[src/rtl/round_pkg.sv]
// round_pkg: shared constants for the round_nearest slice
package round_pkg;
    localparam int STEP_DEF = 10;
    localparam int DW       = 8;
    localparam int RW       = 9;
endpackage

[src/rtl/bin2bcd8.sv]
// bin2bcd8: combinational 8-bit binary to three BCD digits
// Ports: bin_i (0..255) in; hundreds_o, tens_o, ones_o digits out.
// Only built with ROUND_BCD_OUT_EN, the sole configuration that uses it.
`ifdef ROUND_BCD_OUT_EN
module bin2bcd8
    import round_pkg::*;
(
    input  logic [DW-1:0] bin_i,
    output logic [3:0]    hundreds_o,
    output logic [3:0]    tens_o,
    output logic [3:0]    ones_o
);
    always_comb begin
        hundreds_o = 4'(bin_i / DW'(100));
        tens_o     = 4'((bin_i / DW'(10)) % DW'(10));
        ones_o     = 4'(bin_i % DW'(10));
    end
endmodule
`endif

[src/rtl/round_nearest.sv]
// round_nearest: registered round-half-up of x to the nearest multiple of STEP
// Ports: clk, rst_n (async active-low), x/in_valid in; out/out_valid/sat out.
// Macro ROUND_BCD_OUT_EN adds registered bcd_hundreds/bcd_tens/bcd_ones of out.
module round_nearest
    import round_pkg::*;
#(
    parameter int STEP = STEP_DEF
) (
    input  logic          clk,
    input  logic          rst_n,
    input  logic [DW-1:0] x,
    input  logic          in_valid,
    output logic [DW-1:0] out,
    output logic          out_valid,
    output logic          sat
`ifdef ROUND_BCD_OUT_EN
    ,
    output logic [3:0]    bcd_hundreds,
    output logic [3:0]    bcd_tens,
    output logic [3:0]    bcd_ones
`endif
);
    logic [DW-1:0] r, base, out_d, out_q;
    logic [RW-1:0] up_sum;
    logic          up, ovf, sat_d, sat_q, valid_q;
    // Rounding up past 255 falls back to base, the largest multiple that fits.
    always_comb begin
        r      = x % DW'(STEP);
        base   = x - r;
        up     = {r, 1'b0} >= RW'(STEP);
        up_sum = {1'b0, base} + RW'(STEP);
        ovf    = up & up_sum[DW];
        out_d  = !in_valid ? out_q : (up & !ovf) ? up_sum[DW-1:0] : base;
        sat_d  = in_valid ? ovf : sat_q;
    end
    always_ff @(posedge clk or negedge rst_n) begin
        if (!rst_n) begin
            out_q   <= '0;
            sat_q   <= 1'b0;
            valid_q <= 1'b0;
        end else begin
            out_q   <= out_d;
            sat_q   <= sat_d;
            valid_q <= in_valid;
        end
    end
    assign out       = out_q;
    assign sat       = sat_q;
    assign out_valid = valid_q;
`ifdef ROUND_BCD_OUT_EN
    logic [11:0] bcd_d, bcd_q;
    // Digits come from out_d so they stay aligned with out on every cycle.
    bin2bcd8 u_bcd (
        .bin_i      (out_d),
        .hundreds_o (bcd_d[11:8]),
        .tens_o     (bcd_d[7:4]),
        .ones_o     (bcd_d[3:0])
    );
    always_ff @(posedge clk or negedge rst_n) begin
        if (!rst_n) bcd_q <= '0;
        else        bcd_q <= bcd_d;
    end
    assign bcd_hundreds = bcd_q[11:8];
    assign bcd_tens     = bcd_q[7:4];
    assign bcd_ones     = bcd_q[3:0];
`endif
endmodule

[config.mk]
export PLATFORM = sky130hd
export DESIGN_NAME = round_nearest
export DESIGN_NICKNAME = d
export VERILOG_FILES = /design/src/rtl/round_pkg.sv /design/src/rtl/bin2bcd8.sv /design/src/rtl/round_nearest.sv
export SDC_FILE = /design/constraint.sdc
export NUM_CORES = 1
export LEC_CHECK = 0
export CORE_ASPECT_RATIO = 1.75
export CORE_MARGIN = 5
export CORE_UTILIZATION = 49
export CTS_BUF_LIST = sky130_fd_sc_hd__clkbuf_8
export DETAILED_ROUTE_END_ITERATION = 10
export PLACE_DENSITY = 0.84
export SYNTH_ARGS = -nofsm -noshare
export SYNTH_HDL_FRONTEND = slang
export SYNTH_HIERARCHICAL = 1
export SYNTH_SLANG_ARGS = --single-unit
[constraint.sdc]
create_clock -name clk -period 0.8 [get_ports clk]
set_clock_uncertainty 0.05 [all_clocks]
set_input_delay 0.08 -clock clk [delete_from_list [all_inputs] [get_ports clk]]
set_output_delay 0.08 -clock clk [all_outputs]
set_load 0.01 [all_outputs]
* After elaboration in Yosys (flattened, before gate mapping) *
Index checks and enable logic that the tools add are counted.

storage, ports and cells
  output and inout bits = 10
  word-level logic and storage cells = 11
  flip-flop bits (word level) = 10

cells by class
  bitwise logic cells = 2
  $add $sub $neg = 2
  magnitude comparators = 1
  div/mod/pow operators = 1
  multiplexer cells = 1
  reductions and logical operators = 1

operators with widths
  kind                 number
  $add 8x4->9 const B  1
  $ge 9x4->1 const B   1
  $mod 8x4->8 const B  1
  $mux 8               1
  $sub 8x8->8          1
  $and 1x1->1          2
  $logic_not 1->1      1

* Logic depth before layout (Yosys ltp) *
Gate-level depths: netlist of run 1.

  depth in word-level cells = 7
  mapped depth = 17
  depth with buffers taken out = 16

* Least setup slack after synthesis of run 1 *
OpenSTA, ideal clock, no wires.

  path kind = input port to flip-flop
  start point = input port x[5]
  end point = register out_q[3], in the netlist out[3]
  cell stages on the path = 17
  arrival = 3653 ps
  library setup time = 82 ps
  setup slack = -2985 ps
  cell sequence = buf_4 -> or2b_1 -> nor2b_1 -> o41ai_2 -> and3_4 -> o21ai_0 -> and2_1 -> xnor2_1 -> ha_1 -> o21ai_0 -> a21oi_1 -> o31ai_1 -> nor3b_1 -> a211oi_1 -> nor3_2 -> or4_1 -> a31oi_1

between the ends
  cells in the longest elaborated chain, start to end = 7

RTL lines
  element               line                 source
  from (decl)           round_nearest.sv:11  input logic [DW-1:0] x,
  $mod 8x4->8           round_nearest.sv:28  r = x % DW'(STEP);
  $sub 8x8->8           round_nearest.sv:29  base = x - r;
  $add 8x4->9           round_nearest.sv:31  up_sum = {1'b0, base} + RW'(STEP);
  $and 1x1->1           round_nearest.sv:32  ovf = up & up_sum[DW];
  $logic_not 1->1       round_nearest.sv:33  out_d = !in_valid ? out_q : (up & !ovf) ? up_sum[DW-1:0] : base;
  $and 1x1->1           round_nearest.sv:33
  $mux 8 *              round_nearest.sv:33
  to (signal assigned)  round_nearest.sv:42  out_q <= out_d;
  to (decl)             round_nearest.sv:23  logic [DW-1:0] r, base, out_d, out_q;

Mark *: on every way between the ends. The rest lies on a longest branch, timed or not.
A chain may end at the register's enable or synchronous reset.

* Worst setup path in the final report of run 1 *
  start point = input port x[5]
  end point = register out_q[2], in the netlist out[2]

Same word-level chain as after synthesis.

==> results_dict.tcl, run 1 <==
set metrics [dict create \
    syn-cell-area_sq_um 1190 \
    crit_fanout 4 \
    finalHoldViolCount 0 \
    fin_crit_sh 4.51 \
    synth_area_leader_cell "dfrtp_1" \
    initialDrtViolationCount 95 \
    insertion_delay_ns 0.24 \
    ys.flop_type "dfrtp_1" \
    dr.pass1.iters 4 \
    viasPerCell 6.47 \
    max_cap_violations 0 \
    setup.worst_path.end_class "flip-flop" \
    netSwitchingFraction 0.414 \
    internal_power_w 0.00233 \
    hold_class "primary input to asynchronous set/reset pin" \
    ys_types 58 \
    hold_slack_ns 0.107 \
    initial_utilization 0.516 \
    track_usage 0.304 \
    synth.area.top_cells "dfrtp_1 19%, ha_1 7.4%, nor2_1 4.1%" \
    p_leak_nw 0.933 \
    grt-ovfl-total 0 \
    row_count 23 \
    cts_root_buf "clkbuf_8" \
    grt_max_degree 12 \
    dieArea_sq_um 3550 \
    clockBufferDepth 2 \
    io_buffer_count 19 \
    finalNetCount 250 \
    slew_viol_final 0 \
    synth_edf_count 0 \
    placedCellCount 233 \
    design_area_sq_um 2110 \
    via_count 1656 \
    dpl_worst_slack_ns -3.40 \
    cts_tree "yes" \
    finalSetupTns_ns -22.76 \
    wl_per_cell_um 20.2 \
    area_growth_pct 77.5 \
    setup_viol 17 \
    grt_pass1_vias 1746 \
    seqPwrFrac 0.167 \
    required_ns 0.92 \
    drc 0 \
    rsz0062_at_grt "true" \
    postSynthAreaPerCell_sq_um 7.98 \
    die_h_um 75.2 \
    failed_checks "negative setup slack" \
    finalNonFillerCells 256 \
    synth_most_common_cell "nor2_1" \
    async_flop_share 1.00 \
    antenna_cells 0 \
    clk_pin_slew_worst_paths_ns 0.05 \
    syn_inst 149 \
    power_per_cell_area_nw_per_um2 1890 \
    ys_seq_area_frac 0.189 \
    yosysWarnings 6 \
    synth_commonest_cells "13 x nor2_1, 9 x dfrtp_1, 9 x nand2_1, 9 x o21ai_0" \
    place_area_sq_um 1790 \
    ir_worst_vdd_uv 1010 \
    cts.sinks 9 \
    criticalPathCategory "primary input to flip-flop" \
    cts_max_level 1 \
    fin_ws_ns -2.81 \
    power_frac_clock 0.137 \
    post-route-min-period_ns 3.61 \
    routed_wl_mm 5.17 \
    grt_pass1_wl_mm 7.64 \
    max_freq_ghz 0.277 \
    ant_nets 0 \
    cts_hold_buf 0 \
    gp_congestion 0.883 \
    pwr-share-comb 0.696 \
    cts_buffers 3 \
    ys_ff_latch 9 \
    crit_path_start_kind "primary input" \
    p_sw_w 0.00165 \
    num_io_pins 21 \
    core_area_sq_um 2300 \
    antenna_found_initial 0 \
    dp_hpwl_mm 3.39 \
    synth_top_area_frac 0.189 \
    worstPathArrival_ns 3.73 \
    die_width_um 47.2 \
    drive_gt1_frac 0.532 \
    status "finished with violations" \
]
[registers in the layout, summed over array words and instances, names as in the netlist]
name	count
sat	1
out	7
out_valid	1
[final timing paths]
path / start / end / slack, ns / cells after the start
min reg2reg: out[3] / out[3] / 0.51 / 2
min in group clk: out[3] / out[3] / 0.51 / 2
max reg2reg: out[7] / out[7] / -0.14 / 3
max in group asynchronous: rst_n / out[2] / 0.49 / 2
min: rst_n / sat / 0.11 / 2
max: x[5] / out[2] / -2.81 / 20
[layout make-up]
cell class	instances	area, sq um
inverter	6	22.5
clock buffer	3	41.3
multi-input combinational	128	1120
tap	25	31.3
timing repair buffer	84	663
clock inverter	1	3.75
fill	83	193
sequential	9	225
[layer usage]
metal / vias to the layer above / track usage / part of all wire
li1: 719 / - / -
met3: 53 / 0.0455 / 0.043
met2: 102 / 0.593 / 0.56
met5: - / 0 / 0
met1: 782 / 0.221 / 0.30
met4: 0 / 0.277 / 0.10
[stage by stage]
step / util / power, W
floorplan: - / 0.00177
global placement: 0.778 / 0.00270
detailed placement: 0.778 / 0.00282
CTS: 0.860 / 0.00359
global route: 0.916 / 0.00419
finish: 0.916 / 0.00398
[placed cells by master, fill, tap and decap left out, drive strengths merged, types with 5 or more instances in the layout]
master  instances
o21ai          11
nand2b          6
buf            79
nor2           14
dfrtp           9
nand2           9
a21oi           7
nor3            5
inv             7
nand3b          5
ha              7
[critical path: stages]
cell and delay, ns:
buf_6 0.10, buf_6 0.10, or2b_1 0.24, buf_4 0.17, nand4_1 0.12, a41oi_2 0.14
a211oi_2 0.29, o21ai_4 0.10, and2_4 0.15, xnor2_2 0.12, ha_1 0.34, o21ai_2 0.20
a21oi_4 0.06, o31ai_4 0.33, nand2_2 0.11, or3_4 0.40, nor3_4 0.30, buf_6 0.15
o21ai_1 0.06, a31oi_1 0.17
[power by group through the flow]
stage / clock network [W] / logic, W / registers [W]
floorplan: 0 / 0.00104 / 0.000724
global placement: 0 / 0.00204 / 0.000657
detailed placement: 0 / 0.00215 / 0.000677
CTS: 0.000537 / 0.00239 / 0.000660
global route: 0.000558 / 0.00295 / 0.000678
finish: 0.000544 / 0.00277 / 0.000664
[logic make-up after synthesis]
| group | count (synthesis) | share of synthesized area |
|---|---|---|
| mux | 2 | 0.0274 |
| simple gates | 63 | 0.318 |
| buf+inv | 14 | 0.0631 |
| other cells | 2 | 0.00632 |
| flops | 9 | 0.189 |
| fa+ha+maj | 7 | 0.0737 |
| xor+xnor | 7 | 0.0516 |
| compound gates | 45 | 0.271 |
[timing repair]
item	in CTS	in global routing
setup endpoints to repair	17	17
cloned	1	0
gates resized for setup	76	22
buffers inserted	16	4
pin swaps	26	27
No activity file was read; power rests on OpenSTA's default activity.
==> inputs of run 2 (changes only) <==
--- a/config.mk
+++ b/config.mk
@@ -9,9 +9,9 @@
 export CORE_MARGIN = 5
 export CORE_UTILIZATION = 49
 export CTS_BUF_LIST = sky130_fd_sc_hd__clkbuf_8
+export CTS_CLUSTER_SIZE = 28
 export DETAILED_ROUTE_END_ITERATION = 10
 export PLACE_DENSITY = 0.84
 export SYNTH_ARGS = -nofsm -noshare
 export SYNTH_HDL_FRONTEND = slang
-export SYNTH_HIERARCHICAL = 1
 export SYNTH_SLANG_ARGS = --single-unit
==> results of run 2 <==
No change in the layout: final DEF, timing and power equal those of run 1.
Among the figures that moved: Yosys warning count 6 -> 0
